[config.mk]
export PLATFORM = sky130hd
export DESIGN_NAME = lift_req_queue
export DESIGN_NICKNAME = d
export VERILOG_FILES = /design/src/rtl/lift_pkg.sv /design/src/rtl/lift_req_fifo.sv /design/src/rtl/lift_req_queue.sv
export SDC_FILE = /design/constraint.sdc
export NUM_CORES = 1
export LEC_CHECK = 0
export BUFFER_PORTS_ARGS = -buffer_cell sky130_fd_sc_hd__buf_2
export CAP_MARGIN = 20
export CORE_MARGIN = 3
export CORE_UTILIZATION = 56
export DETAILED_ROUTE_END_ITERATION = 7
export PLACE_DENSITY = 0.76
export SYNTH_ARGS = -nofsm -noshare
export SYNTH_HDL_FRONTEND = slang
export SYNTH_HIERARCHICAL = 1
export SYNTH_SLANG_ARGS = --single-unit
[constraint.sdc]
create_clock -name clk -period 4.1 [get_ports clk]
set_clock_uncertainty 0.1 [all_clocks]
set_input_delay 0.41 -clock clk [delete_from_list [all_inputs] [get_ports clk]]
set_output_delay 0.41 -clock clk [all_outputs]
set_load 0.05 [all_outputs]
[src/rtl/lift_pkg.sv]
// Shared definitions for the lift subsystem: hall-call request codes,
// direction encodings driven by the controller, and code validation.
package lift_pkg;

  // Hall-call request codes (floor + direction)
  localparam logic [2:0] REQ_NONE = 3'b000;
  localparam logic [2:0] REQ_1U   = 3'b001;
  localparam logic [2:0] REQ_2U   = 3'b010;
  localparam logic [2:0] REQ_3U   = 3'b011;
  localparam logic [2:0] REQ_4D   = 3'b100;
  localparam logic [2:0] REQ_RSVD = 3'b101;
  localparam logic [2:0] REQ_2D   = 3'b110;
  localparam logic [2:0] REQ_3D   = 3'b111;

  // Direction output encodings used by the controller FSM
  typedef enum logic [1:0] {
    DIR_UP   = 2'b00,
    DIR_DOWN = 2'b01,
    DIR_STAY = 2'b10
  } dir_t;

  // A code is serviceable unless it is the empty marker or the unused slot
  function automatic logic is_valid_code(input logic [2:0] code);
    return (code != REQ_NONE) && (code != REQ_RSVD);
  endfunction

endpackage

[src/rtl/lift_req_fifo.sv]
// Circular-buffer core for 3-bit request codes. Head and empty flag are
// registered and precomputed so the consumer sees them right after the edge.
// Pushes while full and pops while empty are ignored.
module lift_req_fifo #(
  parameter  int DEPTH = 4,
  localparam int PTR_W = $clog2(DEPTH)
) (
  input  logic             clk,
  input  logic             rst,
  input  logic             push,
  input  logic [2:0]       wdata,
  input  logic             pop,
  output logic [2:0]       head,
  output logic             empty,
  output logic             full,
  output logic [PTR_W:0]   count
);

  localparam logic [PTR_W:0] FULL_CNT = (PTR_W + 1)'(DEPTH);

  logic [2:0]       mem [DEPTH];
  logic [PTR_W-1:0] wr_ptr;
  logic [PTR_W-1:0] rd_ptr;
  logic [PTR_W-1:0] rd_ptr_nxt;
  logic [PTR_W:0]   count_nxt;
  logic [2:0]       head_nxt;
  logic             push_ok;
  logic             pop_ok;

  assign full    = (count == FULL_CNT);
  assign push_ok = push && !full;
  assign pop_ok  = pop && !empty;

  // Next occupancy, read pointer, and the code that will sit at the head
  always_comb begin
    // NOTE: every variable gets a default first so no path leaves it unassigned, which would infer a latch.
    rd_ptr_nxt = rd_ptr;
    count_nxt  = count;
    head_nxt   = 3'b000;
    if (pop_ok) rd_ptr_nxt = rd_ptr + 1'b1;
    unique case ({push_ok, pop_ok})
      2'b10:   count_nxt = count + 1'b1;
      2'b01:   count_nxt = count - 1'b1;
      default: count_nxt = count;
    endcase
    // The incoming code becomes the head only when it is the sole entry left
    if (count_nxt != '0)
      head_nxt = (push_ok && (wr_ptr == rd_ptr_nxt)) ? wdata : mem[rd_ptr_nxt];
  end

  // Pointer, occupancy and registered head/empty state
  always_ff @(posedge clk) begin
    // NOTE: state registers use non-blocking assignments so every flop samples pre-edge values.
    if (rst) begin
      wr_ptr <= '0;
      rd_ptr <= '0;
      count  <= '0;
      head   <= 3'b000;
      empty  <= 1'b1;
    end else begin
      if (push_ok) wr_ptr <= wr_ptr + 1'b1;
      rd_ptr <= rd_ptr_nxt;
      count  <= count_nxt;
      head   <= head_nxt;
      empty  <= (count_nxt == '0);
    end
  end

  // Entry storage
  always_ff @(posedge clk) begin
    // NOTE: storage is deliberately not reset; pointers and count alone define which entries are live.
    if (push_ok) mem[wr_ptr] <= wdata;
  end

endmodule

[src/rtl/lift_req_queue.sv]
// Hall-call request queue in front of the lift controller. Rejects invalid
// codes and codes already waiting, keeps arrival order, and pops the head
// when the controller reports it done.
module lift_req_queue
  import lift_pkg::*;
#(
  parameter  int DEPTH = 4,
  localparam int PTR_W = $clog2(DEPTH)
) (
  input  logic             clk,
  input  logic             rst,
  input  logic             req_valid,
  input  logic [2:0]       req_code,
  output logic             req_ready,
  input  logic             done,
  output logic [2:0]       din,
  output logic             q_empty,
  output logic             drop_bad,
  output logic             drop_dup,
  output logic [PTR_W:0]   count
);

  logic [7:0] pending;
  logic [7:0] pending_nxt;
  logic       full;
  logic       hs;
  logic       pop;
  logic       code_bad;
  logic       code_dup;
  logic       store;

  assign req_ready = !full;
  assign hs        = req_valid && req_ready;
  assign pop       = done && !q_empty;
  assign code_bad  = !is_valid_code(req_code);
  // A code leaving the head this cycle is no longer a duplicate
  assign code_dup  = pending[req_code] && !(pop && (din == req_code));
  assign store     = hs && !code_bad && !code_dup;

  lift_req_fifo #(.DEPTH(DEPTH)) u_fifo (
    .clk   (clk),
    .rst   (rst),
    .push  (store),
    .wdata (req_code),
    .pop   (pop),
    .head  (din),
    .empty (q_empty),
    .full  (full),
    .count (count)
  );

  // Pending set: clear the popped head first, then mark the stored code
  always_comb begin
    pending_nxt = pending;
    if (pop)   pending_nxt[din]      = 1'b0;
    if (store) pending_nxt[req_code] = 1'b1;
  end

  // Pending bits and one-cycle drop pulses
  always_ff @(posedge clk) begin
    if (rst) begin
      pending  <= '0;
      drop_bad <= 1'b0;
      drop_dup <= 1'b0;
    end else begin
      pending  <= pending_nxt;
      drop_bad <= hs && code_bad;
      drop_dup <= hs && !code_bad && code_dup;
    end
  end

endmodule

* Word level (Yosys, flattened, before mapping) *
Memories as Yosys holds them, arrays and structs flattened. A register that Yosys moved wholly into a read port is not among the register bits.
Cells that the tools add are included.
Widths: inputs -> output; s select.

storage, ports and cells
  bits in registers = 18
  RAM bits = 12
  output and inout port bits = 10
  memories kept = 1

memories
  name        depth  width  read ports  clocked after Yosys merged registers in  wr ports  line                 RTL
  u_fifo.mem  4      3      1           1                                        1         lift_req_fifo.sv:21  logic [2:0] mem [DEPTH];

cells by class
  add/subtract/negate cells = 4
  order comparisons = 4
  eq/ne operators = 5
  mux-type cells = 12
  bitwise logic cells = 4
  reduce and logical (&&, ||, !) cells = 22

operators with widths
  kind                 count
  $mux 8               2
  $logic_and 1x1->1    13
  $and 8x8->8          1
  $lt 3x4->1 const B   2
  $not 8->8            1
  $or 8x8->8           1
  $demux 1 s3          2
  $ge 3x1->1 const B   2
  $pmux 3 s2           1
  $reduce_bool 3->1    2
  $logic_not 1->1      5
  $mux 1               5
  $add 2x1->2 const B  2
  $add 3x1->3 const B  1
  $bmux 1 s3           1
  $eq 3x3->1           1
  $eq 3x3->1 const B   1
  $logic_not 3->1      1
  $ne 3x3->1 const B   1
  $sub 3x1->3 const B  1
  $eq 2x1->1 const B   1
  $eq 2x2->1 const B   1
  $mux 2               1
  $reduce_or 2->1      1
  $not 1->1            1

* Logic depth before layout (Yosys ltp) *
Gate-level depths: netlist of the first run.

  depth in word-level cells = 13
  mapped depth = 15
  mapped depth without buffers = 13

* Cells and area by module *
Netlist of the first run, hierarchy kept.

by module, submodules not included
  module          instances  cells each  area each (um^2)  sequential area each (um^2)
  lift_req_fifo   1          117         1276.2            580.6
  lift_req_queue  1          65          650.6             200.2

* Least setup slack after synthesis of the first run *
Ideal clock, no wire load.

  kind = register to register
  start = reg u_fifo.count[2]
  end = reg u_fifo.head[0] (read register of u_fifo.mem)
  setup time = 95 ps
  arrival time = 3182 ps
  required time = 3905 ps
  slack = 722 ps
  stages on the path, launching flop included = 14
  path buffers = 1
  clock period less this slack = 3378 ps
  cells stage by stage = dfxtp_1 -> nor3b_2 -> inv_1 -> o2111a_1 -> and2b_1 -> buf_6 -> inv_1 -> ha_1 -> inv_1 -> fa_1 -> xor2_1 -> or3_1 -> a21o_1 -> a221oi_1

on the way
  cells in the longest elaborated chain, start to end = 11
  elaborated cells between the ends (all ways) = 14
  those cells by class = add/sub: 2; eq/ne: 3; mux: 1; bitwise: 1; reduce/logical: 7

ends and longest elaborated chain
  item                                      line                  RTL
  from (decl)                               lift_req_fifo.sv:16   output logic [PTR_W:0] count
  from (signal assigned)                    lift_req_fifo.sv:63   count <= count_nxt;
  $eq 3x3->1 *                              lift_req_fifo.sv:30   assign full = (count == FULL_CNT);
  named net full                            lift_req_queue.sv:25  logic full;
  $logic_not 1->1 *                         lift_req_queue.sv:32  assign req_ready = !full;
  named net req_ready                       lift_req_queue.sv:14  output logic req_ready,
  $logic_and 1x1->1 *                       lift_req_queue.sv:33  assign hs = req_valid && req_ready;
  $logic_and 1x1->1 * (2 in a row)          lift_req_queue.sv:38  assign store = hs && !code_bad && !code_dup;
  named net store                           lift_req_queue.sv:30  logic store;
  $logic_and 1x1->1 *                       lift_req_fifo.sv:31   assign push_ok = push && !full;
  $eq 2x1->1 or $eq 2x2->1 (tied branches)  lift_req_fifo.sv:41   unique case ({push_ok, pop_ok})
  $pmux 3 s2 *                              lift_req_fifo.sv:41
  $reduce_bool 3->1 *                       lift_req_fifo.sv:47   if (count_nxt != '0)
  $not 1->1 (no line) *                     --
  $reduce_or 2->1 (no line) *               --
  to (decl)                                 lift_req_fifo.sv:13   output logic [2:0] head,

Mark *: on every way through the listed nets, which the timed path passes. The rest lies on a longest branch.
A chain may end at the register's enable or synchronous reset.

* Worst setup path after layout of the first run *
  start = reg u_fifo.empty
  end = reg u_fifo.head[2] (read register of u_fifo.mem)

on the way
  cells in the longest elaborated chain, start to end = 13
  elaborated cells between the ends (all ways) = 16
  those cells by class = eq/ne: 2; mux: 2; bitwise: 1; reduce/logical: 11

ends and longest elaborated chain
  item                                      line                  RTL
  from (decl)                               lift_req_fifo.sv:14   output logic empty,
  from (signal assigned)                    lift_req_fifo.sv:65   empty <= (count_nxt == '0);
  $logic_not 1->1 *                         lift_req_queue.sv:34  assign pop = done && !q_empty;
  $logic_and 1x1->1 *                       lift_req_queue.sv:34
  $logic_and 1x1->1 *                       lift_req_queue.sv:37  assign code_dup = pending[req_code] && !(pop && (din == req_code));
  $logic_not 1->1 *                         lift_req_queue.sv:37
  $logic_and 1x1->1 *                       lift_req_queue.sv:37
  $logic_not 1->1 *                         lift_req_queue.sv:38
  $logic_and 1x1->1 *                       lift_req_queue.sv:38
  named net store                           lift_req_queue.sv:30
  $logic_and 1x1->1 *                       lift_req_fifo.sv:31
  $eq 2x1->1 or $eq 2x2->1 (tied branches)  lift_req_fifo.sv:41
  $pmux 3 s2 *                              lift_req_fifo.sv:41
  $reduce_bool 3->1 *                       lift_req_fifo.sv:47
  $not 1->1 (no line) *                     --
  $reduce_or 2->1 (no line) *               --

Marks and branches as above.

==> results of run 1 <==
per-stage QoR:
stage | cells | hold WS [ns]
finish | 240 | 0.288
global route | 240 | 0.288
CTS | 240 | 0.276
detailed placement | 232 | 0.345
global placement | 232 | 0.339
floorplan | 182 | 0.327
per-layer routing:
layer | GRT usage, % | wire (um) | up-vias | part of all wire, %
li1 | - | - | 691 | -
met1 | 29.6 | 1820 | 712 | 44
met2 | 33.4 | 1910 | 74 | 47
met3 | 4.16 | 286 | 7 | 7.0
met4 | 10.3 | 72 | 0 | 1.8
met5 | 0 | 0 | - | 0
cells in the mapped netlist, drive strengths merged (3+ instances only):
cell type	n
xor2	7
nor3	4
a21oi	3
dfxtp	21
mux2i	12
nand2b	5
inv	14
o211ai	4
and2	4
nand2	15
buf	8
xnor2	3
nand3	3
o41ai	4
o21ai	5
ha	5
nor2	10
o22ai	4
edfxtp	12
critical path: cells and delay by family, from the launching register on:
| kind | cells | cell delay, ns |
|---|---|---|
| AND/OR/NAND/NOR | 4 | 1.21 |
| buffers and inverters | 2 | 0.16 |
| flip-flops | 1 | 0.36 |
| adder cells (fa/ha/maj) | 2 | 0.65 |
| AO/OA/AOI/OAI | 5 | 0.94 |
state kept, by name, summed over array words and instances, names as in the netlist:
register       cells
u_fifo/mem        12
drop_bad           1
u_fifo/wr_ptr      2
u_fifo/empty       1
u_fifo/rd_ptr      2
u_fifo/head        3
u_fifo/count       3
drop_dup           1
pending            8
worst min-delay path by stage:
stage,startpoint,depth (start not counted),endpoint
3_3_place_gp,pending[5]$_SDFF_PP0_,1,pending[5]$_SDFF_PP0_
3_5_place_dp,pending[5]$_SDFF_PP0_,1,pending[5]$_SDFF_PP0_
2_1_floorplan,pending[5]$_SDFF_PP0_,1,pending[5]$_SDFF_PP0_
5_1_grt,rst,2,u_fifo/count[2]$_SDFF_PP0_
4_1_cts,rst,2,u_fifo/count[2]$_SDFF_PP0_
6_report,rst,2,u_fifo/count[2]$_SDFF_PP0_
power by group through the flow:
stage	registers, uW	logic [uW]	clock network [uW]
finish	411	250	176
floorplan	459	156	0
detailed placement	417	248	0
global placement	415	239	0
global route	417	273	193
CTS	410	249	179
cell families (layout without fill, tap and decap cells):
kind of cell / after synthesis / in the layout / share of synthesized area (%)
and+or+nand+nor: 60 / 60 / 17.6
AOI/OAI and AO/OA: 35 / 35 / 14.9
DFF: 33 / 33 / 40.5
buffers and inverters: 24 / 38 / 8.64
muxes: 14 / 14 / 8.77
xor gates and xnor gates: 10 / 10 / 5.32
adders and majority gates: 6 / 6 / 4.29
cell usage in the layout (no fill, tap or decap), types with 5 or more instances in the layout:
cell type,synthesis,final
buf_2,1,16
clkbuf_4,0,5
dfxtp_1,21,21
edfxtp_1,12,12
ha_1,5,5
inv_1,13,13
mux2i_1,12,12
nand2_1,15,15
nor2_1,10,10
xor2_1,5,5
layout make-up:
cell class                 instances  area [um^2]  area share, %
sequential                        33          781           39.0
inverter                          14         60.1           3.00
multi-input combinational        125          980           48.9
timing repair buffer              16         80.1           4.00
tap                               44         55.1           2.75
clock buffer                       8         48.8           2.43
==> results.md, run 1 <==
* Max-slew headroom at 65.6%
* Power per cell area at 418 nW/um^2
* Peak VDD IR at roughly 0.23 mV
* Sequential power share at 49.1%
* Net Count, Synth at between 150 and 200
* CP most frequent cell: inv_1
* Worst R2R Setup Slack at approximately 0.58 ns
* # rows at 20
* Mapped cell area at slightly below 2000 um^2
* FF+latch count, synth at 33
* WS Path Type: flip-flop to flip-flop
* Post-synth EDFFs at 12
* Critical path required time at about 4.2 ns
* HPWL Detailed at 2.89 mm
* Initial antenna violation count at 0
* I/O pin count at 17
* Max cap viols at 0
* Post-synthesis cell type count at 60
* First-pass GRT wire length at a little under 7 mm
* Vias in the first global route at around 1.4k
* Number of synthesis warnings at 6
* Initial drt markers at 120
* CP cell instances: nand2b_1 > nor4_1 > o2111a_1 > and2b_1 > inv_1 > ha_1 > inv_1 > fa_1 > nor2b_1 > a32oi_1 > a21oi_1 > a21o_1 > a221oi_1
* Ys flop type: dfxtp_1
* Starting Density at about three fifths
* Register area share after synthesis at roughly two fifths
* Placer Congestion at just under 0.9
* Crit. End Element: flip-flop
* Dominant cells by area after synthesis: dfxtp_1 (22%), edfxtp_1 (19%), mux2i_1 (6.2%)
* Power, Total at 838 uW
* Die area at roughly 4200 um^2
* CP max stage cell: nor4_1
* WL final at between 4 and 5 mm
* Net Switching at between 300 and 400 uW
* Syn Area/Cell at between 10 and 15 um^2
* Yosys top cell area share at approximately 22%
* Setup WS post-layout at between 0.5 and 0.6 ns
* Number of port buffers at 16
* Root Driver: clkbuf_4
* CTS Buf Count at 5
* H-tree Lvls at 2
* F_max at 284 MHz
* Crit path time final at between 3 and 4 ns
* Reg-to-Reg End: u_fifo/head[2]$_SDFF_PP0_
* Crit-path max cell delay at approximately 0.46 ns
* CP Launch Point: u_fifo/empty$_SDFF_PP1_
* GRT Util Overall at a little over a fifth
* R2r startpoint: u_fifo/empty$_SDFF_PP1_
* Grt total ovfl at 0
* Place WS at between 0.3 and 0.4 ns
* Final setup violation count at 0
* FILL cells at 278
* Die Wd at 64.7 um
* Worst-Margin Slew at just over 0.5 ns
* DRC at 0
* Post-route cell area at between 2000 and 2500 um^2
* Max FO, Critical Path at 9
* RSZ-0062 raised after global routing: false
* Clock-pin slew on the worst setup and hold paths at about 0.090 ns
* Utilization after layout at between 60% and 70%
* Synthesis-to-finish area growth at 4.03%
* Status: finished clean
* Core region area at ~3200 um^2
* Fin. Hold Viols at 0
* Leakage at ~0.0008 uW
* Int Power at about 520 uW
* Final nets at between 200 and 250
* Post-CTS setup buffer count at 0
* Combinational power share at between 20% and 30%
* Placement-stage cell area at approximately 2000 um^2
* Post-CTS sizing at 0
* Layout cell share with drive strength beyond 1 at about 17%
* CTS tree: built
* FF-to-FF path depth at 13
* Synth area leader: dfxtp_1
* Hold/Removal Path Class: primary input to flip-flop
* Die height at between 60 and 70 um
* Sw Share at a little under two fifths
* TritonRoute pass-1 iters at 5
* Antenna Violating Nets Remaining at 0
* CP arrival at 3.65 ns
* Clock Latency Late Sink at approximately 0.34 ns
* Post-Syn Instances at around 180
* Max Slew Vio Count at 0
* Cts hold-fix bufs at 0
* Clock share of power at between 20% and 30%
* Crit share post-route at 85.9%
* Via density at roughly 6.2
* Largest net degree at the start of global routing at 18
* Async S/R FF share, synth at 0%
* CP startpoint kind: flip-flop
* WL/cell at approximately 17 um
* CTS Sinks at 33
* Via count at 1484
* Clk buf depth at 2
* Setup tns final at 0 ns
* N_diodes at 0
* CP endpoint: u_fifo/head[2]$_SDFF_PP0_
(Power assumes the default switching activity.)
==> run 2: changes to the inputs <==
--- a/config.mk
+++ b/config.mk
@@ -7,10 +7,12 @@
 export LEC_CHECK = 0
 export BUFFER_PORTS_ARGS = -buffer_cell sky130_fd_sc_hd__buf_2
 export CAP_MARGIN = 20
+export CELL_PAD_IN_SITES_DETAIL_PLACEMENT = 1
+export CELL_PAD_IN_SITES_GLOBAL_PLACEMENT = 1
 export CORE_MARGIN = 3
-export CORE_UTILIZATION = 56
+export CORE_UTILIZATION = 47
 export DETAILED_ROUTE_END_ITERATION = 7
-export PLACE_DENSITY = 0.76
+export PLACE_DENSITY_LB_ADDON = 0.1
 export SYNTH_ARGS = -nofsm -noshare
 export SYNTH_HDL_FRONTEND = slang
 export SYNTH_HIERARCHICAL = 1
==> run 2 against run 1 <==
Against the previous run:
- global-route usage is 2.1 points lower
- via count decreased by 3.0%
- sequential power barely moved
- power grew 15%
- combinational power is 2% higher
- sequential share of layout area decreased by 1.5 points
- fmax increased by 2.0%
- critical path depth unchanged
- cell area is 3.9% higher
- register-to-register slack better by 0.12 ns
- non-clock buffer count is 2 higher
- cell count increased by 2.5%
- critical endpoint is now u_fifo/head[0]$_SDFF_PP0_
==> results.md, run 2 (same netlist as run 1, synthesis figures left out) <==
* Status: finished clean
* F_max at 290 MHz (+2.0%)
* WHS Path Cells at 2 (unchanged)
* Final setup violation count at 0 (unchanged)
* WL/cell at 18.2 um (+6.6%)
* Starting Density at 50.7% (-9.9 points)
* Metal3 WL at 147 um (-49%)
* Synthesis-to-finish area growth at 8.05%
* Placed Cells at 238 (+2.6%)
* FF-to-FF path depth at 13 (unchanged)
* Most common cell after layout, fill and taps aside: dfxtp_1
* Fin cells at 246 (+2.5%)
* N_diodes at 0 (unchanged)
* Final nets at 210 (+0.96%)
* M1 wire length at 2.12 mm (+16%)
* CTS Buf Count at 5 (unchanged)
* DRC at 0 (unchanged)
* Grt total ovfl at 0 (unchanged)
* Number of port buffers at 16 (unchanged)
* Die area at 4900 um^2 (+17%)
* Clock share of power at 30.7% (+9.7 points)
* Int Power at 635 uW (+22%)
* Crit. End Element: flip-flop
* Root Driver: clkbuf_8
* Net Switching at 326 uW (+3.2%)
* Critical path required time at 4.19 ns (-0.04 ns)
* Largest net degree at the start of global routing at 18 (unchanged)
* WS Path Type: primary input to flip-flop
* Initial drt markers at 154 (+28%)
* HPWL Detailed at 3.28 mm (+14%)
* Max Slew Vio Count at 0 (unchanged)
* Biggest regs: u_fifo/mem x12, pending x8
* Setup tns final at 0 ns (unchanged)
* Core region area at 3800 um^2 (+20%)
* Power per cell area at 461 nW/um^2 (+10%)
* H-tree Lvls at 2 (unchanged)
* Clock-pin slew on the worst setup and hold paths at 0.07 ns (-0.02 ns)
* Max-slew headroom at 65.9% (+0.29 points)
* Die Wd at 70.0 um (+8.3%)
* Via count at 1440 (-3.0%)
* CP arrival at 3.54 ns (-0.11 ns)
* Placer Congestion at 0.867 (-1.2%)
* Largest reg by FF count: u_fifo/mem
* Post-CTS setup buffer count at 0 (unchanged)
* Post-CTS sizing at 0 (unchanged)
* Hold/Removal Path Class: primary input to flip-flop
* Peak VDD IR at 0.283 mV (+24%)
* Vias in the first global route at 1555 (+9.1%)
* Max Used Layer: met4
* TritonRoute pass-1 iters at 4 (-1)
* Crit share post-route at 84.2% (-1.7 points)
* I/O pin count at 17 (unchanged)
* Combinational power share at 26.4% (-3.5 points)
* Sequential power share at 42.9% (-6.2 points)
* Fin. Hold Viols at 0 (unchanged)
* Antenna Violating Nets Remaining at 0 (unchanged)
* Leakage at 0.000824 uW (+4.5%)
* Worst-Margin Slew at 0.511 ns (-0.00439 ns)
* # rows at 22 (+10%)
* Via density at 5.85 (-5.3%)
* Most frequent cells in the layout: dfxtp_1 (21), buf_2 (16), nand2_1 (15)
* Max FFs per register at 12 (unchanged)
* CP startpoint kind: primary input
* Clock Latency Late Sink at 0.28 ns (-0.06 ns)
* CTS Sinks at 33 (unchanged)
* First-pass GRT wire length at 7.66 mm (+11%)
* Max cap viols at 0 (unchanged)
* Worst R2R Setup Slack at 0.70 ns (+0.12 ns)
* WL final at 4.47 mm (+9.3%)
* Clk buf depth at 2 (unchanged)
* Sw Share at 33.9% (-3.8 points)
* Layout cell share with drive strength beyond 1 at 18.2% (+1.3 points)
* RSZ-0062 raised after global routing: false
* Die height at 70.0 um (+8.3%)
* Cts hold-fix bufs at 0 (unchanged)
* Met2 WL at 2.14 mm (+12%)
* Crit path time final at 3.45 ns (-0.0704 ns)
* GRT Util Overall at 19.7% (-2.1 points)
* FILL cells at 434 (+56%)
* Initial antenna violation count at 0 (unchanged)
* CTS tree: built
* Max FO, Critical Path at 17 (+8)
[run 2: final cells by class]
class | count | area [um^2] | share of cell area, %
multi-input combinational | 125 | 980 | 47.1
sequential | 33 | 781 | 37.5
timing repair buffer | 18 | 95.1 | 4.57
clock buffer | 6 | 72.6 | 3.49
inverter | 14 | 60.1 | 2.88
tap | 48 | 60.1 | 2.88
clock inverter | 2 | 33.8 | 1.62
[run 2: metrics by stage]
step	utilization, %	area [um^2]	worst slack [ns]	hold slack, ns	power, uW
detailed placement	52.0	1980	0.376	0.346	672
CTS	54.8	2080	0.651	0.339	966
floorplan	-	1930	0.722	0.327	616
global route	54.8	2080	0.304	0.334	1010
global placement	52.0	1980	0.470	0.348	662
finish	54.8	2080	0.649	0.338	961
[run 2: final timing paths]
kind / from / endpoint
worst max-delay path: req_code[0] / u_fifo/head[0]$_SDFF_PP0_
worst min-delay path: rst / u_fifo/rd_ptr[0]$_SDFF_PP0_
worst max register to register: u_fifo/head[2]$_SDFF_PP0_ / u_fifo/head[0]$_SDFF_PP0_
worst min register to register: pending[5]$_SDFF_PP0_ / pending[5]$_SDFF_PP0_
[run 2: routing by layer]
| metal | up-vias | global-route usage [%] |
|---|---|---|
| met2 | 29 | 32.3 |
| met1 | 709 | 25.6 |
| met5 | - | 0 |
| met3 | 7 | 3.88 |
| li1 | 695 | - |
| met4 | 0 | 7.45 |
[run 2: power by group through the flow]
| stage | combinational, uW | sequential (uW) | clock (uW) |
|---|---|---|---|
| detailed placement | 253 | 418 | 0 |
| CTS | 255 | 411 | 299 |
| global route | 279 | 417 | 316 |
| finish | 254 | 412 | 295 |
| global placement | 245 | 416 | 0 |
| floorplan | 156 | 459 | 0 |
[run 2: critical path, stage by stage]
cell and delay, ns:
buf_2 0.34, mux2i_1 0.13, mux4_2 0.52, o2111a_1 0.24, and2b_1 0.24, inv_1 0.09
ha_1 0.18, inv_1 0.06, fa_1 0.37, xor2_1 0.18, or3_1 0.35, a21o_1 0.21
a221oi_1 0.21
==> run 3: changes to the inputs <==
--- a/config.mk
+++ b/config.mk
@@ -10,7 +10,7 @@
 export CELL_PAD_IN_SITES_DETAIL_PLACEMENT = 1
 export CELL_PAD_IN_SITES_GLOBAL_PLACEMENT = 1
 export CORE_MARGIN = 3
-export CORE_UTILIZATION = 47
+export CORE_UTILIZATION = 42
 export DETAILED_ROUTE_END_ITERATION = 7
 export PLACE_DENSITY_LB_ADDON = 0.1
 export SYNTH_ARGS = -nofsm -noshare
==> constraint.sdc (replaced) <==
create_clock -name clk -period 2.9 [get_ports clk]
set_clock_uncertainty 0.1 [all_clocks]
set_input_delay 0.29 -clock clk [delete_from_list [all_inputs] [get_ports clk]]
set_output_delay 0.29 -clock clk [all_outputs]
set_load 0.05 [all_outputs]
==> run 3 against run 2 <==
Against the previous run:
- the run now ends with negative setup slack left
- power up 46%
- die area up 11%
- combinational power up 92%
- sequential power up 39%
- via count up 8.6%
- non-clock buffer count up 27
- sequential share of layout area down 3.6 points
- core utilization down 1.3 points
- hold slack worse by 0.12 ns
- setup slack worse by 0.83 ns
- largest cell class unchanged
- highest routed layer unchanged
==> results.md, run 3 (same netlist as run 1, synthesis figures left out) <==
* Status: finished with violations
* Violated checks: negative setup slack
* CP Buf/Inv Count at 2 (-1)
* Crit-path leading delay family: compound AO/OA/AOI/OAI gates
* Initial drt markers at 106 (-31%)
* Peak VDD IR at 0.301 mV (+6.4%)
* RSZ-0062 raised after global routing: true
* Final setup violation count at 3 (+3)
* Die Wd at 73.7 um (+5.3%)
* I/O pin count at 17 (unchanged)
* GRT Util Overall at 21.1% (+1.3 points)
* Crit. End Element: flip-flop
* Grt total ovfl at 0 (unchanged)
* Root Driver: clkbuf_8
* Fin cells at 277 (+13%)
* Worst-Margin Slew at 0.581 ns (+0.0698 ns)
* Max Slew Vio Count at 0 (unchanged)
* Die height at 73.7 um (+5.3%)
* Leakage at 0.000967 uW (+17%)
* DRC at 0 (unchanged)
* Number of port buffers at 16 (unchanged)
* Fin. Hold Viols at 0 (unchanged)
* CP arrival at 3.17 ns (-0.37 ns)
* CTS Buf Count at 5 (unchanged)
* FF-to-FF path depth at 12 (-1)
* Max FO, Critical Path at 4 (-13)
* Utilization after layout at 53.5% (-1.3 points)
* WL/cell at 18.4 um (+1.1%)
* Largest reg by FF count: u_fifo/mem
* Vias in the first global route at 1693 (+8.9%)
* Clock-pin slew on the worst setup and hold paths at 0.07 ns (about the same)
* Starting Density at 43.9% (-6.8 points)
* CTS tree: built
* Biggest regs: u_fifo/mem x12, pending x8
* Place WS at -0.326 ns (-0.702 ns)
* HPWL Detailed at 3.72 mm (+13%)
* Critical path required time at 2.99 ns (-1.20 ns)
* Worst hold slack at 0.221 ns (-0.118 ns)
* Max cap viols at 0 (unchanged)
* Placer Congestion at 0.843 (-2.8%)
* N_diodes at 0 (unchanged)
* Max-slew headroom at 61.2% (-4.7 points)
* CP startpoint kind: flip-flop
* Initial antenna violation count at 0 (unchanged)
* Antenna Violating Nets Remaining at 0 (unchanged)
* Most frequent cells in the layout: buf_4 (29), buf_2 (16), nand2_1 (15)
* Power per cell area at 598 nW/um^2 (+30%)
* Synthesis-to-finish area growth at 21.8%
* Via density at 5.65 (-3.5%)
* Power, Total at 1400 uW (+46%)
* CP max stage cell: mux4_2
* Placed Cells at 267 (+12%)
* Crit share post-route at 106%
* Layout cell share with drive strength beyond 1 at 40.4% (+22 points)
* Clk buf depth at 2 (unchanged)
* # rows at 24 (+9.1%)
* WHS Path Cells at 2 (unchanged)
* Hold/Removal Path Class: primary input to flip-flop
* Crit-path max cell delay at 0.51 ns (about the same)
* WL final at 5.10 mm (+14%)
* First-pass GRT wire length at 8.54 mm (+12%)
* Largest net degree at the start of global routing at 15 (-3)
* CP cell instances: mux2i_1 > mux4_2 > o2111a_1 > and2b_2 > inv_4 > ha_4 > inv_2 > fa_2 > xor2_1 > or3_4 > a21o_4 > a221oi_2
* Die area at 5440 um^2 (+11%)
* Via count at 1564 (+8.6%)
* Final nets at 237 (+13%)
* Core region area at 4380 um^2 (+15%)
* Clock Latency Late Sink at 0.29 ns (about the same)
* Critical path depth at 12 (-1)
* Max FFs per register at 12 (unchanged)
* F_max at roughly 320 MHz
* Setup WS post-layout at -0.185 ns (-0.834 ns)
* H-tree Lvls at 2 (unchanged)
* WS Path Type: flip-flop to flip-flop
* Most common cell after layout, fill and taps aside: buf_4
* FILL cells at 480 (+11%)
* TritonRoute pass-1 iters at 4 (unchanged)
* CTS Sinks at 33 (unchanged)
* Crit path time final at roughly 3.1 ns
run 3: through the flow:
step	TNS [ns]	instance area, um^2
6_report	-0.428	2350
2_1_floorplan	-0.387	1970
4_1_cts	-0.310	2320
3_3_place_gp	-0.791	2200
5_1_grt	-0.991	2350
3_5_place_dp	-1.00	2200
run 3: cell type report:
class,instances,area [um^2],share of cell area (%)
Clock buffer,5,68.8,2.93
Clock inverter,3,17.5,0.746
Inverter,14,62.6,2.67
Multi-Input combinational cell,125,1040,44.3
Sequential cell,33,796,33.9
Tap cell,52,65.1,2.77
Timing Repair Buffer,45,298,12.7
run 3: power breakdown:
part	internal (uW)	switching [uW]
clock	165	176
combinational	199	289
sequential	527	46.6
total	891	512
run 3: final timing paths:
path / startpoint / end / slack [ns]
setup reg to reg: pending[3]$_SDFF_PP0_ / u_fifo/head[0]$_SDFF_PP0_ / -0.18
hold / removal: rst / u_fifo/wr_ptr[1]$_SDFFE_PP0P_ / 0.22
setup / recovery: pending[3]$_SDFF_PP0_ / u_fifo/head[0]$_SDFF_PP0_ / -0.18
hold reg to reg: pending[5]$_SDFF_PP0_ / pending[5]$_SDFF_PP0_ / 0.35
run 3: repair_timing:
item                                    4_1_cts  5_1_grt
setup buffers                                 2        0
endpoints found under the setup margin        4        4
gates resized for setup                       9        4
pin swaps                                     1        2
hold buffers                                  0        0
run 3: per-layer routing:
layer,up-vias,wire (um),global-route usage (%)
li1,743,-,-
met1,778,2320,26.3
met3,11,182,4.92
met4,0,99,8.65
met5,-,0,0
met2,32,2490,34.7
